===== src/rtl/mc_ctrl_if.sv =====
// Control/status bundle between the multicycle control FSM and the MIPS datapath.
// master = controller side, slave = datapath side.
interface mc_ctrl_if #(
    parameter int unsigned IRWIDTH_N = 32
);
    logic [5:0]           op;
    logic [5:0]           funct;
    logic                 zero;
    logic                 mem_ready;
    logic                 pc_write;
    logic                 ir_write;
    logic                 reg_write;
    logic                 mem_write;
    logic [1:0]           eop;
    logic                 alu_src_a;
    logic [1:0]           alu_src_b;
    logic [2:0]           alu_op;
    logic [1:0]           pc_src;
    logic [1:0]           reg_dst;
    logic [1:0]           wd_sel;
    logic                 instr_done;
    logic                 illegal;
    logic [IRWIDTH_N-1:0] instr_cnt;

    modport master (
        input  op, funct, zero, mem_ready,
        output pc_write, ir_write, reg_write, mem_write, eop, alu_src_a, alu_src_b,
               alu_op, pc_src, reg_dst, wd_sel, instr_done, illegal, instr_cnt
    );

    modport slave (
        output op, funct, zero, mem_ready,
        input  pc_write, ir_write, reg_write, mem_write, eop, alu_src_a, alu_src_b,
               alu_op, pc_src, reg_dst, wd_sel, instr_done, illegal, instr_cnt
    );
endinterface


===== src/rtl/mc_ctrl.sv =====
// Multicycle MIPS control FSM: sequences PC/IR/regfile/memory/ALU/extender over 2-5 cycles.
// Optional macro MC_STALL_EN: FETCH, MEM_RD and MEM_WR hold until mem_ready.
module mc_ctrl #(
    parameter int unsigned IRWIDTH_N = 32
) (
    input  logic      clk,
    input  logic      reset,
    mc_ctrl_if.master io_dp
);
    localparam logic [5:0] OP_R    = 6'h00;
    localparam logic [5:0] OP_J    = 6'h02;
    localparam logic [5:0] OP_JAL  = 6'h03;
    localparam logic [5:0] OP_BEQ  = 6'h04;
    localparam logic [5:0] OP_ORI  = 6'h0D;
    localparam logic [5:0] OP_LUI  = 6'h0F;
    localparam logic [5:0] OP_LW   = 6'h23;
    localparam logic [5:0] OP_SW   = 6'h2B;
    localparam logic [5:0] FN_JR   = 6'h08;
    localparam logic [5:0] FN_ADDU = 6'h21;
    localparam logic [5:0] FN_SUBU = 6'h23;

    localparam logic [2:0] ALU_ADD  = 3'b000;
    localparam logic [2:0] ALU_SUB  = 3'b001;
    localparam logic [2:0] ALU_OR   = 3'b010;
    localparam logic [2:0] ALU_PASS = 3'b011;

    typedef enum logic [3:0] {
        S_FETCH   = 4'd0,
        S_DECODE  = 4'd1,
        S_EXE_R   = 4'd2,
        S_EXE_I   = 4'd3,
        S_ALU_WB  = 4'd4,
        S_MEM_ADR = 4'd5,
        S_MEM_RD  = 4'd6,
        S_MEM_WB  = 4'd7,
        S_MEM_WR  = 4'd8,
        S_BRANCH  = 4'd9,
        S_JUMP    = 4'd10
    } state_t;

    state_t               r_state;
    logic [IRWIDTH_N-1:0] r_instr_cnt;
    logic                 w_mem_ok;

`ifdef MC_STALL_EN
    assign w_mem_ok = io_dp.mem_ready;
`else
    logic w_unused_mem_ready;
    assign w_unused_mem_ready = io_dp.mem_ready;
    assign w_mem_ok           = 1'b1;
`endif

    logic w_is_rarith, w_is_jr, w_is_subu, w_is_imm, w_is_lui, w_is_mem, w_is_lw;
    logic w_is_beq, w_is_jump, w_is_jal, w_legal;

    assign w_is_subu   = (io_dp.op == OP_R) && (io_dp.funct == FN_SUBU);
    assign w_is_rarith = (io_dp.op == OP_R) && ((io_dp.funct == FN_ADDU) || w_is_subu);
    assign w_is_jr     = (io_dp.op == OP_R) && (io_dp.funct == FN_JR);
    assign w_is_lui    = (io_dp.op == OP_LUI);
    assign w_is_imm    = (io_dp.op == OP_ORI) || w_is_lui;
    assign w_is_lw     = (io_dp.op == OP_LW);
    assign w_is_mem    = w_is_lw || (io_dp.op == OP_SW);
    assign w_is_beq    = (io_dp.op == OP_BEQ);
    assign w_is_jal    = (io_dp.op == OP_JAL);
    assign w_is_jump   = (io_dp.op == OP_J) || w_is_jal || w_is_jr;
    assign w_legal     = w_is_rarith || w_is_imm || w_is_mem || w_is_beq || w_is_jump;

    // State sequencing; terminal states and illegal encodings fall back to FETCH.
    always_ff @(posedge clk or posedge reset) begin
        if (reset) begin
            r_state <= S_FETCH;
        end else begin
            case (r_state)
                S_FETCH:   if (w_mem_ok) r_state <= S_DECODE;
                S_DECODE: begin
                    if (w_is_rarith)    r_state <= S_EXE_R;
                    else if (w_is_imm)  r_state <= S_EXE_I;
                    else if (w_is_mem)  r_state <= S_MEM_ADR;
                    else if (w_is_beq)  r_state <= S_BRANCH;
                    else if (w_is_jump) r_state <= S_JUMP;
                    else                r_state <= S_FETCH;
                end
                S_EXE_R:   r_state <= S_ALU_WB;
                S_EXE_I:   r_state <= S_ALU_WB;
                S_MEM_ADR: r_state <= w_is_lw ? S_MEM_RD : S_MEM_WR;
                S_MEM_RD:  if (w_mem_ok) r_state <= S_MEM_WB;
                S_MEM_WR:  if (w_mem_ok) r_state <= S_FETCH;
                default:   r_state <= S_FETCH;
            endcase
        end
    end

    logic       w_pc_write, w_ir_write, w_reg_write, w_mem_write, w_alu_src_a;
    logic       w_instr_done, w_illegal;
    logic [1:0] w_eop, w_alu_src_b, w_pc_src, w_reg_dst, w_wd_sel;
    logic [2:0] w_alu_op;

    // Datapath controls decoded from state; reset forces every enable low immediately.
    always_comb begin
        w_pc_write   = 1'b0;
        w_ir_write   = 1'b0;
        w_reg_write  = 1'b0;
        w_mem_write  = 1'b0;
        w_eop        = 2'b00;
        w_alu_src_a  = 1'b0;
        w_alu_src_b  = 2'b00;
        w_alu_op     = ALU_ADD;
        w_pc_src     = 2'b00;
        w_reg_dst    = 2'b00;
        w_wd_sel     = 2'b00;
        w_instr_done = 1'b0;
        w_illegal    = 1'b0;
        case (r_state)
            S_FETCH: begin
                w_ir_write  = w_mem_ok;
                w_pc_write  = w_mem_ok;
                w_alu_src_b = 2'b01;
            end
            S_DECODE: begin
                w_alu_src_b = 2'b11;
                w_eop       = 2'b11;
                w_illegal   = ~w_legal;
            end
            S_EXE_R: begin
                w_alu_src_a = 1'b1;
                w_alu_op    = w_is_subu ? ALU_SUB : ALU_ADD;
            end
            S_EXE_I: begin
                w_alu_src_a = 1'b1;
                w_alu_src_b = 2'b10;
                w_eop       = w_is_lui ? 2'b10 : 2'b01;
                w_alu_op    = w_is_lui ? ALU_PASS : ALU_OR;
            end
            S_ALU_WB: begin
                w_reg_write  = 1'b1;
                w_reg_dst    = (io_dp.op == OP_R) ? 2'b01 : 2'b00;
                w_instr_done = 1'b1;
            end
            S_MEM_ADR: begin
                w_alu_src_a = 1'b1;
                w_alu_src_b = 2'b10;
            end
            S_MEM_WB: begin
                w_reg_write  = 1'b1;
                w_wd_sel     = 2'b01;
                w_instr_done = 1'b1;
            end
            S_MEM_WR: begin
                w_mem_write  = w_mem_ok;
                w_instr_done = w_mem_ok;
            end
            S_BRANCH: begin
                w_alu_src_a  = 1'b1;
                w_alu_op     = ALU_SUB;
                w_pc_write   = io_dp.zero;
                w_pc_src     = 2'b01;
                w_instr_done = 1'b1;
            end
            S_JUMP: begin
                w_pc_write   = 1'b1;
                w_pc_src     = w_is_jr ? 2'b11 : 2'b10;
                w_reg_write  = w_is_jal;
                w_reg_dst    = w_is_jal ? 2'b10 : 2'b00;
                w_wd_sel     = w_is_jal ? 2'b10 : 2'b00;
                w_instr_done = 1'b1;
            end
            default: ;
        endcase
        if (reset) begin
            w_pc_write   = 1'b0;
            w_ir_write   = 1'b0;
            w_reg_write  = 1'b0;
            w_mem_write  = 1'b0;
            w_instr_done = 1'b0;
            w_illegal    = 1'b0;
        end
    end

    always_ff @(posedge clk or posedge reset) begin
        if (reset)             r_instr_cnt <= '0;
        else if (w_instr_done) r_instr_cnt <= r_instr_cnt + IRWIDTH_N'(1);
    end

    assign io_dp.pc_write   = w_pc_write;
    assign io_dp.ir_write   = w_ir_write;
    assign io_dp.reg_write  = w_reg_write;
    assign io_dp.mem_write  = w_mem_write;
    assign io_dp.eop        = w_eop;
    assign io_dp.alu_src_a  = w_alu_src_a;
    assign io_dp.alu_src_b  = w_alu_src_b;
    assign io_dp.alu_op     = w_alu_op;
    assign io_dp.pc_src     = w_pc_src;
    assign io_dp.reg_dst    = w_reg_dst;
    assign io_dp.wd_sel     = w_wd_sel;
    assign io_dp.instr_done = w_instr_done;
    assign io_dp.illegal    = w_illegal;
    assign io_dp.instr_cnt  = r_instr_cnt;
endmodule


===== src/flat_wrapper.sv =====
// flat-port wrapper written by rule: the top's interface ports become plain ports
module mc_ctrl_flat 
#(
    parameter int unsigned IRWIDTH_N = 32
)
  (clk, reset, io_dp_op, io_dp_funct, io_dp_zero, io_dp_mem_ready, io_dp_pc_write, io_dp_ir_write, io_dp_reg_write, io_dp_mem_write, io_dp_eop, io_dp_alu_src_a, io_dp_alu_src_b, io_dp_alu_op, io_dp_pc_src, io_dp_reg_dst, io_dp_wd_sel, io_dp_instr_done, io_dp_illegal, io_dp_instr_cnt);
  mc_ctrl_if #(.IRWIDTH_N(IRWIDTH_N)) io_dp_i ();
  input  logic clk;
  input  logic reset;
  input wire logic [$bits(io_dp_i.op)-1:0] io_dp_op;
  input wire logic [$bits(io_dp_i.funct)-1:0] io_dp_funct;
  input wire logic [$bits(io_dp_i.zero)-1:0] io_dp_zero;
  input wire logic [$bits(io_dp_i.mem_ready)-1:0] io_dp_mem_ready;
  output wire logic [$bits(io_dp_i.pc_write)-1:0] io_dp_pc_write;
  output wire logic [$bits(io_dp_i.ir_write)-1:0] io_dp_ir_write;
  output wire logic [$bits(io_dp_i.reg_write)-1:0] io_dp_reg_write;
  output wire logic [$bits(io_dp_i.mem_write)-1:0] io_dp_mem_write;
  output wire logic [$bits(io_dp_i.eop)-1:0] io_dp_eop;
  output wire logic [$bits(io_dp_i.alu_src_a)-1:0] io_dp_alu_src_a;
  output wire logic [$bits(io_dp_i.alu_src_b)-1:0] io_dp_alu_src_b;
  output wire logic [$bits(io_dp_i.alu_op)-1:0] io_dp_alu_op;
  output wire logic [$bits(io_dp_i.pc_src)-1:0] io_dp_pc_src;
  output wire logic [$bits(io_dp_i.reg_dst)-1:0] io_dp_reg_dst;
  output wire logic [$bits(io_dp_i.wd_sel)-1:0] io_dp_wd_sel;
  output wire logic [$bits(io_dp_i.instr_done)-1:0] io_dp_instr_done;
  output wire logic [$bits(io_dp_i.illegal)-1:0] io_dp_illegal;
  output wire logic [$bits(io_dp_i.instr_cnt)-1:0] io_dp_instr_cnt;
  assign io_dp_i.op = io_dp_op;
  assign io_dp_i.funct = io_dp_funct;
  assign io_dp_i.zero = io_dp_zero;
  assign io_dp_i.mem_ready = io_dp_mem_ready;
  assign io_dp_pc_write = io_dp_i.pc_write;
  assign io_dp_ir_write = io_dp_i.ir_write;
  assign io_dp_reg_write = io_dp_i.reg_write;
  assign io_dp_mem_write = io_dp_i.mem_write;
  assign io_dp_eop = io_dp_i.eop;
  assign io_dp_alu_src_a = io_dp_i.alu_src_a;
  assign io_dp_alu_src_b = io_dp_i.alu_src_b;
  assign io_dp_alu_op = io_dp_i.alu_op;
  assign io_dp_pc_src = io_dp_i.pc_src;
  assign io_dp_reg_dst = io_dp_i.reg_dst;
  assign io_dp_wd_sel = io_dp_i.wd_sel;
  assign io_dp_instr_done = io_dp_i.instr_done;
  assign io_dp_illegal = io_dp_i.illegal;
  assign io_dp_instr_cnt = io_dp_i.instr_cnt;
  mc_ctrl #(.IRWIDTH_N(IRWIDTH_N)) u_core (.clk(clk), .reset(reset), .io_dp(io_dp_i));
endmodule

===== config.mk =====
export PLATFORM = sky130hd
export DESIGN_NAME = mc_ctrl_flat
export DESIGN_NICKNAME = d
export VERILOG_FILES = /design/src/rtl/mc_ctrl_if.sv /design/src/rtl/mc_ctrl.sv /design/src/flat_wrapper.sv
export SDC_FILE = /design/constraint.sdc
export NUM_CORES = 1
export LEC_CHECK = 0
export ABC_AREA = 1
export CAP_MARGIN = 10
export CORE_ASPECT_RATIO = 0.6
export CORE_UTILIZATION = 40
export DETAILED_ROUTE_END_ITERATION = 8
export PLACE_DENSITY = 0.68
export RECOVER_POWER = 25
export SYNTH_ARGS = -nofsm -noshare
export SYNTH_HDL_FRONTEND = slang
export SYNTH_SLANG_ARGS = --single-unit

===== constraint.sdc =====
create_clock -name clk -period 3.1 [get_ports clk]
set_clock_uncertainty 0.2 [all_clocks]
set_input_delay 0.62 -clock clk [delete_from_list [all_inputs] [get_ports clk]]
set_output_delay 0.62 -clock clk [all_outputs]
set_load 0.02 [all_outputs]

## Yosys cells after proc, flatten, opt, wreduce, memory -nomap -nowiden

Cells that the tools add are included.

- Flip-flop bits (word level): 36
- Output and inout port bits: 52

- Eq/ne operators: 20
- Bitwise logic cells: 1
- Reduce and logical (&&, ||, !) cells: 20
- Add/sub/neg operators: 1
- Multiplexer cells: 32

Operator list:

| cell | number |
|---|---|
| 32-bit by 1-bit adder with 32-bit output (second input constant) | 1 |
| 6-bit equality test (second input constant) | 4 |
| 4-bit two-way mux | 6 |
| 4-bit case mux with 5 select lines | 1 |
| 6-bit by 4-bit equality test with 1-bit output (second input constant) | 3 |
| 4-bit by 3-bit equality test with 1-bit output (second input constant) | 4 |
| 2-bit case mux with 2 select lines | 4 |
| 1-bit two-way mux | 15 |
| 4-bit equality test (second input constant) | 3 |
| 6-bit by 2-bit equality test with 1-bit output (second input constant) | 2 |
| 1-bit logical OR | 9 |
| 3-bit case mux with 3 select lines | 1 |
| 4-bit by 2-bit equality test with 1-bit output (second input constant) | 2 |
| 2-bit OR reduction | 4 |
| 6-bit by 3-bit equality test with 1-bit output (second input constant) | 1 |
| 6-bit logical NOT | 1 |
| 2-bit case mux with 3 select lines | 1 |
| 5-bit OR reduction | 1 |
| 4-bit by 1-bit equality test with 1-bit output (second input constant) | 1 |
| 4-bit logical NOT | 1 |
| 2-bit two-way mux | 2 |
| 1-bit case mux with 2 select lines | 2 |
| 4-bit OR reduction | 1 |
| 1-bit logical AND | 3 |
| 1-bit inverter | 1 |

## Logic depth before layout (Yosys ltp)

Gate-level depths: netlist of the first run.

- Depth in word-level cells: 11
- Mapped depth: 11

## Worst setup path before layout of the first run

Ideal clock, no wire load.

- Path type: input-to-output
- From: input port reset
- To: output port io_dp_illegal
- Stages: 3
- Path buffers: 0
- Slack: 0.370 ns
- Arrival time: 1.910 ns
- Path through: inv_1 -> nand4_1 -> nor2_1

- Cells in the longest elaborated chain, start to end: 1

Ends and longest elaborated chain:

| element | RTL line | text |
|---|---|---|
| start, declared | flat_wrapper.sv:9 | `input logic reset;` |
| 1-bit two-way mux | mc_ctrl.sv:169 | `if (reset) begin` |
| end, declared | flat_wrapper.sv:26 | `output wire logic [$bits(io_dp_i.illegal)-1:0] io_dp_illegal;` |

No other way between the ends.

## Worst setup path after layout of the first run

- From: input port io_dp_op[4]
- To: output port io_dp_illegal

- Cells in the longest elaborated chain, start to end: 11
- Elaborated cells on any way between the ends: 23
- Those cells by class: eq/ne (7); mux (2); bitwise (1); reduce/logical (13)

Ends and longest elaborated chain:

| element | RTL line | text |
|---|---|---|
| start, declared | flat_wrapper.sv:10 | `input wire logic [$bits(io_dp_i.op)-1:0] io_dp_op;` |
| 6-bit logical NOT | mc_ctrl.sv:56, mc_ctrl.sv:57, mc_ctrl.sv:58 |  |
| 1-bit logical AND | mc_ctrl.sv:56 | `assign w_is_subu = (io_dp.op == OP_R) && (io_dp.funct == FN_SUBU);` |
| 1-bit logical OR | mc_ctrl.sv:57 | `assign w_is_rarith = (io_dp.op == OP_R) && ((io_dp.funct == FN_ADDU) \|\| w_is_subu);` |
| 1-bit logical AND | mc_ctrl.sv:57 |  |
| 1-bit logical OR (3 in series) | mc_ctrl.sv:66 | `assign w_legal = w_is_rarith \|\| w_is_imm \|\| w_is_mem \|\| w_is_beq \|\| w_is_jump;` |
| 1-bit logical OR * | mc_ctrl.sv:66 |  |
| 1-bit inverter * | mc_ctrl.sv:122 | `w_illegal = ~w_legal;` |
| 1-bit two-way mux * | mc_ctrl.sv:113 | `case (r_state)` |
| 1-bit two-way mux * | mc_ctrl.sv:169 |  |

Mark *: on every way between the ends. The rest lies on a longest branch, timed or not.

==> reports/metrics.csv, run 1 <==
stage;metric;value;unit
logic_synthesis;synth_cells;430;
placement;dp_hpwl;6.09;mm
grt;gr-total-overflow;0;
sta;relSlewSlack;38.5;%
flow_run;maxCapViolCount;0;
worst_setup_path;crit_path_frequent_cell;nor2_1;
grt;antenna_found_initial;0;
worst_setup_path;path_depth;9;
worst_setup_path;crit_type;input pin to output port;
final_layout;drive_above_1_share;7.44;%
grt;grt_pass1_vias;2521;
clock_tree;clk_latency;0.29;ns
floorplanning;die_area;0.00687;mm^2
sta;fin_hold_ws;0.321;ns
sta;final.period_utilization;96.9;%
power_and_ir_drop;p_per_area;387;mW/mm^2
hold_path;hold_class;flop to flop;
clock_tree;cts_buffer_depth;2;
final_layout;fin_nets;527;
sta;min_period;3.00;ns
sta;final.setup.tns;0;ns
route;routed-wl-met2;2.73;mm
route;drt_wl_total;7.64;mm
logic_synthesis;seq_area_frac_synth;34.5;%
worst_setup_path;rr_worst_depth;8;
grt;gr-usage-all-layers;24.2;%
power_and_ir_drop;power.switching;493;uW
sta;finalHoldViolCount;0;
clock_tree;htree_levels;2;
worst_setup_path;critPathArrivalTime;2.18;ns
power_and_ir_drop;power.total;1360;uW
power_and_ir_drop;switching_share;36.2;%
route;dr.pass1.iters;4;
sta;setup_slack;0.0962;ns
final_layout;num_antenna_cells;0;
route;top_layer;met4;
route;vias;2826;
floorplanning;rows;22;
route;met1_length;4.19;mm
floorplanning;start_util;42.2;%
route;antenna_left;0;
sta;max_freq;0.333;GHz
route;drt-initial-drc-count;206;
power_and_ir_drop;combPwrFrac;34.7;%
clock_tree;post_cts.repair.setup_buffers;0;
floorplanning;core_area;0.00619;mm^2
clock_tree;numCtsBuffers;5;
sta;drv_slew;0;
logic_synthesis;ys_seq_elements;36;
placement;port_buffers;65;
floorplanning;die_x;106;um
floorplanning;io_pins;68;
clock_tree;cts_tree;yes;
worst_setup_path;cp_slowest_stage_delay;0.44;ns
logic_synthesis;synth.distinct_cells;25;
sta;worst_pin_slew;0.923;ns
route;wire_per_inst;12.8;um
power_and_ir_drop;ir_worst_vdd;277;uV
worst_setup_path;path_delay_family;buffers and inverters;
worst_setup_path;reg2reg_slack;1.21;ns
logic_synthesis;ys_warn_count;0;
worst_setup_path;critPathSlowestCell;clkdlybuf4s50_1;
route;wl_met3;693;um
placement;dp_slack;-0.195;ns
worst_setup_path;crit_chain;clkdlybuf4s50_1 > nor2_2 > nand3_2 > nor2_1 > buf_4 > nor2_1 > nand4_1 > nor2_1 > dlygate4sd2_1;
power_and_ir_drop;clockPowerShare;25.3;%
worst_setup_path;crit_path_start_kind;input pin;
clock_tree;clock_sinks;36;
placement;gp_routability_congestion;0.923;
clock_tree;cts_root_buf;clkbuf_8;
final_layout;fin_util;56.8;%
final_layout;area_delta_synth_final;34.7;%
worst_setup_path;cp_max_fo;3;
logic_synthesis;synthesis.nets;447;
power_and_ir_drop;intPower;867;uW
grt;grt_start_max_net_pins;38;
logic_synthesis;syn_avg_cell_area;6.07;um^2
clock_tree;clkSlewWorstSetupHoldPaths;0.07;ns
worst_setup_path;critPathRequiredTime;2.28;ns
logic_synthesis;syn_area;0.00261;mm^2
worst_setup_path;end_kind;output port;
power_and_ir_drop;p_seq_share;40.0;%
power_and_ir_drop;p_leak;0.00168;uW
grt;grt_pass1_wl;12.7;mm
route;drc_errors;0;
sta;setup_viol;0;
hold_path;whs_path_depth;1;
floorplanning;die_h;64.6;um
route;viasPerCell;4.75;
worst_setup_path;worst-path-buf-inv;3;
status;outcome;finished clean;
timing repair:
action	4_1_cts	5_1_grt
hold buffers	0	0
endpoints found under the setup margin	8	6
gates resized for setup	9	6
cells in the final DEF (no fill, tap or decap), types with 2 or more instances in the layout:
cell             count
o21ai_0              5
nand2_2              4
clkbuf_1             2
nor2_2               8
buf_4               14
nor2_1              81
nand2_1            176
clkbuf_8             6
nand3b_1             2
xor2_1              13
nand4_1              8
nand3_1             25
dfrtp_1             36
dlygate4sd2_1        7
clkdlybuf4s50_1     55
nor3_1               3
inv_1               50
nor2_4               2
final cells by class:
type                            count  area (um^2)
Clock buffer                        8         90.1
Fill cell                         631         2680
Inverter                           51          191
Multi-Input combinational cell    336         1480
Sequential cell                    36          901
Tap cell                           84          105
Timing Repair Buffer               80          754
through the flow:
stage	instance area [um^2]	instances
floorplan	2610	430
detailed placement	3420	587
finish	3520	595
global route	3520	595
global placement	3420	587
CTS	3500	595
state kept, by name, indices dropped and copies added (netlist names):
| register | cells |
|---|---|
| u_core.r_state | 4 |
| u_core.io_dp.instr_cnt | 32 |
cells by family after synthesis:
| kind of cell | Yosys count | share of synthesized area (%) |
|---|---|---|
| buffers and inverters | 58 | 9.53 |
| adder cells (fa/ha/maj) | 1 | 0.479 |
| other | 1 | 0.144 |
| XOR/XNOR | 14 | 4.70 |
| flip-flops | 36 | 34.5 |
| AO/OA/AOI/OAI | 10 | 2.30 |
| AND/OR/NAND/NOR | 310 | 48.3 |
worst paths after layout:
path / start / end
worst min register to register: u_core.io_dp.instr_cnt[13] / u_core.io_dp.instr_cnt[13]
worst max register to register: u_core.io_dp.instr_cnt[0] / u_core.io_dp.instr_cnt[16]
worst max-delay path: io_dp_op[4] / io_dp_illegal
max in group asynchronous: reset / u_core.io_dp.instr_cnt[17]
worst min-delay path: u_core.io_dp.instr_cnt[13] / u_core.io_dp.instr_cnt[13]
min in group asynchronous: reset / u_core.io_dp.instr_cnt[10]
per-layer routing:
metal  up-vias  global-route usage (%)
li1       1468                       -
met1      1253                    39.6
met2       100                    30.4
met3         5                    7.04
met4         0                    3.13
met5         -                       0
power by group through the flow:
stage / Combinational (uW) / Clock, uW / Sequential, uW
final: 472 / 344 / 544
after global routing: 508 / 382 / 549
after CTS: 471 / 351 / 543
after floorplan: 250 / 0 / 571
after detailed placement: 479 / 0 / 552
after global placement: 479 / 0 / 552
synthesized netlist by cell type:
master,count,area [um^2]
ha_1,1,12.5
nor2_4,2,22.5
o211ai_1,1,7.51
a21oi_1,1,5.00
dfrtp_1,36,901
a31oi_1,1,6.26
nand3b_1,2,15.0
buf_2,1,5.00
inv_2,1,3.75
nand4_1,8,50.1
nand2_2,4,25.0
nor2_2,4,25.0
conb_1,1,3.75
a21oi_2,1,8.76
o21ai_0,5,25.0
nor2_1,85,319
nor3_1,3,15.0
a211oi_1,1,7.51
xnor2_1,1,8.76
buf_6,2,22.5
nand3_1,26,130
xor2_1,13,114
inv_1,50,188
nand2_1,176,661
buf_4,4,30.0
(Power assumes the default switching activity.)
==> inputs of run 2 (changes only) <==
--- a/config.mk
+++ b/config.mk
@@ -7,10 +7,12 @@
 export LEC_CHECK = 0
 export ABC_AREA = 1
 export CAP_MARGIN = 10
+export CELL_PAD_IN_SITES_DETAIL_PLACEMENT = 0
+export CELL_PAD_IN_SITES_GLOBAL_PLACEMENT = 1
 export CORE_ASPECT_RATIO = 0.6
-export CORE_UTILIZATION = 40
+export CORE_UTILIZATION = 36
 export DETAILED_ROUTE_END_ITERATION = 8
-export PLACE_DENSITY = 0.68
+export PLACE_DENSITY_LB_ADDON = 0.1
 export RECOVER_POWER = 25
 export SYNTH_ARGS = -nofsm -noshare
 export SYNTH_HDL_FRONTEND = slang
==> run 2 against run 1 <==
Against the previous run:
- the flow now finishes with violations (DRC)
- core utilization shrank 4.7 points
- combinational power is essentially flat
- die area grew 11%
- critical path depth shrank 1
- hold slack lost 0.011 ns
- power grew 12%
==> reports/metrics.csv, run 2 (synthesis results as in run 1) <==
stage;metric;value;unit;change
clock_tree;cts_buffer_depth;2;;unchanged
power_and_ir_drop;ir_worst_vdd;242;uV;-13%
clock_tree;cts_root_buf;clkbuf_16;;
clock_tree;clock_sinks;36;;unchanged
sta;min_period;2.99;ns;-0.0152 ns
floorplanning;die_area;0.00761;mm^2;+11%
hold_path;hold_class;flop to flop;;
worst_setup_path;critPathLaunch;io_dp_op[5];;
final_layout;drive_above_1_share;7.45;%;+0.015 points
sta;drv_slew;0;;unchanged
worst_setup_path;rr_worst_depth;8;;unchanged
worst_setup_path;reg2reg_slack;1.19;ns;-0.02 ns
floorplanning;start_util;38.1;%;-4.0 points
route;drc_errors;4;;+4
grt;antenna_found_initial;0;;unchanged
final_layout;final_cells;597;;+0.34%
power_and_ir_drop;p_leak;0.00170;uW;+1.1%
status;outcome;finished with violations;;
worst_setup_path;crit_path_start_kind;input pin;;
worst_setup_path;critPathArrivalTime;2.17;ns;about the same
route;antenna_left;0;;unchanged
grt;gr-usage-all-layers;22.1;%;-2.1 points
final_layout;mostFrequentLayoutCells;176 x nand2_1, 80 x nor2_1, 55 x clkdlybuf4s50_1;;
worst_setup_path;rr_startpoint;u_core.io_dp.instr_cnt[1];;
final_layout;fin_util;52.1;%;-4.7 points
sta;rsz0062_at_grt;no;;
grt;gr-total-overflow;0;;unchanged
clock_tree;clkSlewWorstSetupHoldPaths;0.05;ns;-0.02 ns
final_layout;num_antenna_cells;0;;unchanged
sta;finalHoldViolCount;0;;unchanged
worst_setup_path;cp_max_fo;3;;unchanged
worst_setup_path;crit_type;input pin to output port;;
sta;final.period_utilization;96.4;%;-0.49 points
floorplanning;die_h;68.0;um;+5.2%
status;violations;DRC;;
worst_setup_path;end_kind;output port;;
final_layout;fin_nets;526;;-0.19%
floorplanning;die_x;112;um;+5.3%
grt;grt_pass1_wl;12.6;mm;-0.39%
clock_tree;htree_levels;2;;unchanged
power_and_ir_drop;p_per_area;428;mW/mm^2;+11%
sta;worst_pin_slew;0.506;ns;-0.417 ns
final_layout;area_delta_synth_final;36.6;%;
floorplanning;core_area;0.00685;mm^2;+11%
worst_setup_path;r2r-end;u_core.io_dp.instr_cnt[16];;
route;dr.pass1.iters;7;;+3
grt;grt_pass1_vias;2362;;-6.3%
placement;port_buffers;65;;unchanged
final_layout;largest_reg_flops;32;;unchanged
clock_tree;numCtsBuffers;5;;unchanged
worst_setup_path;critPathCapture;io_dp_pc_src[0];;
flow_run;maxCapViolCount;0;;unchanged
final_layout;layout_commonest_cell;nand2_1;;
sta;max_freq;0.335;GHz;+0.51%
worst_setup_path;critPathRequiredTime;2.28;ns;about the same
route;drt-initial-drc-count;201;;-2.4%
placement;gp_routability_congestion;0.868;;-5.9%
route;drt_wl_total;8.00;mm;+4.7%
sta;setup_viol;0;;unchanged
final_layout;fillers;747;;+18%
placement;dp_hpwl;6.35;mm;+4.3%
clock_tree;clk_latency;0.28;ns;about the same
clock_tree;hold_buffers;0;;unchanged
sta;relSlewSlack;66.3;%;+28 points
placement;dp_cells;589;;+0.34%
floorplanning;io_pins;68;;unchanged
grt;grt_start_max_net_pins;38;;unchanged
clock_tree;cts_tree;yes;;
floorplanning;rows;23;;+4.5%
route;wire_per_inst;13.4;um;+4.4%
route;vias;2795;;-1.1%
power_and_ir_drop;power.total;1530;uW;+12%
route;viasPerCell;4.68;;-1.4%
-- run 2: metrics by stage --
| step | area, um^2 | worst slack, ns | hold slack (ns) | TNS [ns] |
|---|---|---|---|---|
| 2_1_floorplan | 2610 | 0.370 | 0.347 | 0 |
| 6_report | 3570 | 0.111 | 0.310 | 0 |
| 5_1_grt | 3570 | 0.00741 | 0.336 | 0 |
| 3_5_place_dp | 3420 | -0.204 | 0.303 | -1.17 |
| 4_1_cts | 3560 | 0.00631 | 0.312 | 0 |
| 3_3_place_gp | 3420 | -0.269 | 0.304 | -1.17 |
-- run 2: how the worst min path moves through the flow --
stage	cells past startpoint	start	end	slack, ns
2_1_floorplan	2	u_core.r_state[1]	u_core.r_state[2]	0.35
3_3_place_gp	1	u_core.io_dp.instr_cnt[11]	u_core.io_dp.instr_cnt[11]	0.30
3_5_place_dp	1	u_core.io_dp.instr_cnt[11]	u_core.io_dp.instr_cnt[11]	0.30
4_1_cts	1	u_core.io_dp.instr_cnt[11]	u_core.io_dp.instr_cnt[11]	0.31
5_1_grt	1	u_core.io_dp.instr_cnt[11]	u_core.io_dp.instr_cnt[11]	0.34
6_report	1	u_core.io_dp.instr_cnt[11]	u_core.io_dp.instr_cnt[11]	0.31
-- run 2: repair_timing --
| item | 4_1_cts | 5_1_grt |
|---|---|---|
| resized for setup | 9 | 8 |
| hold endpoints to repair | 0 | 0 |
| pin swaps | 0 | 1 |
| endpoints found under the setup margin | 8 | 8 |
| setup buffers | 0 | 0 |
-- run 2: per-layer routing --
| metal | routed length (um) | GRT usage (%) | part of all wire (%) |
|---|---|---|---|
| met3 | 705 | 4.61 | 8.8 |
| met4 | 46 | 4.00 | 0.57 |
| met1 | 4530 | 36.4 | 57 |
| met5 | 0 | 0 | 0 |
| met2 | 2720 | 27.8 | 34 |
-- run 2: critical path: stages --
cell	delay, ns
clkdlybuf4s50_1	0.43
nor2_2	0.16
nand3_1	0.15
buf_4	0.17
nor2_2	0.13
nand2_1	0.08
nand2_1	0.09
dlygate4sd2_1	0.34
-- run 2: area by class of cell --
type / count / area [um^2] / share of cell area, %
Timing Repair Buffer: 79 / 746 / 20.9
Inverter: 51 / 191 / 5.37
Multi-Input combinational cell: 336 / 1470 / 41.3
Tap cell: 87 / 109 / 3.05
Sequential cell: 36 / 901 / 25.3
Clock buffer: 8 / 146 / 4.10
-- run 2: power breakdown --
group          total [uW]  switching (uW)  internal, uW  leakage (uW)
registers             545            43.0           502      0.000495
clock network         509             188           321     0.0000712
logic                 474             291           183       0.00113
total                1530             522          1010       0.00170
==> inputs of run 3 (changes only) <==
--- a/config.mk
+++ b/config.mk
@@ -11,6 +11,7 @@
 export CELL_PAD_IN_SITES_GLOBAL_PLACEMENT = 1
 export CORE_ASPECT_RATIO = 0.6
 export CORE_UTILIZATION = 36
+export CTS_BUF_LIST = sky130_fd_sc_hd__clkbuf_8 sky130_fd_sc_hd__clkbuf_16
 export DETAILED_ROUTE_END_ITERATION = 8
 export PLACE_DENSITY_LB_ADDON = 0.1
 export RECOVER_POWER = 25
==> run 3 against run 2 <==
Against the previous run:
- the flow still finishes with violations (DRC)
- sequential cell count stayed put
- routed wire length hardly changed
- register-to-register slack hardly changed
- core utilization stayed put
- critical path depth stayed put
- largest power group unchanged
==> reports/metrics.csv, run 3 (synthesis results as in run 1) <==
stage;metric;value;unit;change
status;outcome;finished with violations;;
status;violations;DRC;;
placement;dp_slack;-0.204;ns;unchanged
route;drc_errors;4;;unchanged
hold_path;hold_class;flop to flop;;
final_layout;drive_above_1_share;7.45;%;unchanged
placement;port_buffers;65;;unchanged
worst_setup_path;critPathRequiredTime;2.28;ns;about the same
placement;placed_area;0.00342;mm^2;unchanged
route;drt_wl_total;8.01;mm;about the same
final_layout;area_delta_synth_final;36.6;%;unchanged
floorplanning;die_x;112;um;unchanged
sta;final.period_utilization;96.4;%;about the same
route;dr.pass1.iters;7;;unchanged
power_and_ir_drop;clockPowerShare;33.1;%;-0.2 points
route;viasPerCell;4.69;;+0.14%
grt;gr-usage-all-layers;22.1;%;unchanged
power_and_ir_drop;p_seq_share;35.8;%;about the same
worst_setup_path;reg2reg_slack;1.19;ns;about the same
worst_setup_path;cp_slowest_stage_delay;0.43;ns;about the same
grt;grt_pass1_wl;12.6;mm;unchanged
placement;gp_routability_congestion;0.868;;unchanged
grt;gr-total-overflow;0;;unchanged
final_layout;final_area;0.00357;mm^2;unchanged
clock_tree;post_cts.repair.setup_buffers;0;;unchanged
route;drt-initial-drc-count;197;;-2.0%
worst_setup_path;crit_type;input pin to output port;;
sta;fin_hold_ws;0.310;ns;+0.0000270 ns
floorplanning;die_area;0.00761;mm^2;unchanged
power_and_ir_drop;p_leak;0.00171;uW;+0.49%
power_and_ir_drop;intPower;999;uW;-0.66%
power_and_ir_drop;power.switching;525;uW;+0.42%
final_layout;largest_reg_flops;32;;unchanged
route;wire_per_inst;13.4;um;about the same
grt;grt_pass1_vias;2362;;unchanged
grt;grt_start_max_net_pins;38;;unchanged
final_layout;mostFrequentLayoutCells;176 x nand2_1, 80 x nor2_1, 55 x clkdlybuf4s50_1;;
final_layout;layout_commonest_cell;nand2_1;;
clock_tree;clock_sinks;36;;unchanged
sta;min_period;2.99;ns;+0.000188 ns
clock_tree;numCtsBuffers;5;;unchanged
sta;rsz0062_at_grt;no;;
sta;relSlewSlack;66.3;%;about the same
power_and_ir_drop;p_per_area;427;mW/mm^2;-0.29%
clock_tree;clk_latency;0.28;ns;about the same
clock_tree;cts_buffer_depth;2;;unchanged
sta;setup_viol;0;;unchanged
power_and_ir_drop;combPwrFrac;31.1;%;about the same
power_and_ir_drop;switching_share;34.4;%;+0.25 points
sta;setup_slack;0.111;ns;-0.000188 ns
sta;worst_pin_slew;0.506;ns;-0.000305 ns
grt;antenna_found_initial;0;;unchanged
worst_setup_path;critPathSlowestCell;clkdlybuf4s50_1;;
power_and_ir_drop;ir_worst_vdd;242;uV;about the same
floorplanning;io_pins;68;;unchanged
final_layout;num_antenna_cells;0;;unchanged
sta;finalHoldViolCount;0;;unchanged
floorplanning;rows;23;;unchanged
clock_tree;cts_tree;yes;;
floorplanning;die_h;68.0;um;unchanged
route;vias;2799;;+0.14%
clock_tree;htree_levels;2;;unchanged
route;antenna_left;0;;unchanged
floorplanning;start_util;38.1;%;unchanged
worst_setup_path;critPathArrivalTime;2.17;ns;about the same
placement;dp_hpwl;6.35;mm;unchanged
final_layout;fillers;747;;unchanged
clock_tree;clkSlewWorstSetupHoldPaths;0.06;ns;about the same
floorplanning;core_area;0.00685;mm^2;unchanged
final_layout;fin_nets;526;;unchanged
worst_setup_path;crit_path_start_kind;input pin;;
worst_setup_path;crit_chain;clkdlybuf4s50_1 > nor2_2 > nand3_1 > buf_4 > nor2_2 > nand2_1 > nand2_1 > dlygate4sd2_1;;
flow_run;maxCapViolCount;0;;unchanged
clock_tree;cts_root_buf;clkbuf_16;;
sta;drv_slew;0;;unchanged
sta;max_freq;0.335;GHz;about the same
worst_setup_path;end_kind;output port;;
worst_setup_path;cp_max_fo;3;;unchanged
## run 3: power groups by stage
stage                     Sequential [uW]  Combinational (uW)  Clock [uW]
after floorplan                       571                 250           0
after global placement                551                 486           0
after detailed placement              552                 484           0
after CTS                             543                 475         519
after global routing                  552                 511         536
final                                 545                 474         504
## run 3: worst max-delay path: cells and delay by family
kind / cells / cell delay [ns]
AND/OR/NAND/NOR: 5 / 0.61
buffers and inverters: 3 / 0.94
## run 3: path summary, 6_finish.rpt
check | startpoint | to | cells after the start
min in group asynchronous | reset | u_core.io_dp.instr_cnt[11] | 3
worst min-delay path | u_core.io_dp.instr_cnt[11] | u_core.io_dp.instr_cnt[11] | 1
worst max register to register | u_core.io_dp.instr_cnt[1] | u_core.io_dp.instr_cnt[16] | 8
worst min register to register | u_core.io_dp.instr_cnt[11] | u_core.io_dp.instr_cnt[11] | 1
worst max-delay path | io_dp_op[5] | io_dp_pc_src[0] | 8
max in group asynchronous | reset | u_core.io_dp.instr_cnt[18] | 3
## run 3: through the flow
stage / setup TNS [ns] / utilization, % / power (uW) / instances
final: 0 / 52.1 / 1520 / 597
after global routing: 0 / 52.1 / 1600 / 597
after CTS: 0 / 51.9 / 1540 / 597
after detailed placement: -1.17 / 49.9 / 1040 / 589
after global placement: -1.17 / 49.9 / 1040 / 589
after floorplan: 0 / - / 821 / 430
## run 3: routing by layer
metal	track usage (%)	routed length [um]
met1	36.4	4570
met2	27.8	2730
met3	4.61	668
met4	4.00	46
met5	0	0
## run 3: what timing repair did
action,CTS,global route
hold buffers,0,0
resized for setup,9,8
pin swaps,0,1
setup endpoints to repair,8,8
cloned,0,0
## run 3: area by class of cell
| class | instances | area [um^2] | area share, % |
|---|---|---|---|
| multi-input combinational | 336 | 1470 | 41.3 |
| sequential | 36 | 901 | 25.3 |
| timing repair buffer | 79 | 746 | 20.9 |
| inverter | 51 | 191 | 5.37 |
| clock buffer | 6 | 139 | 3.89 |
| tap | 87 | 109 | 3.05 |
| clock inverter | 2 | 7.51 | 0.210 |
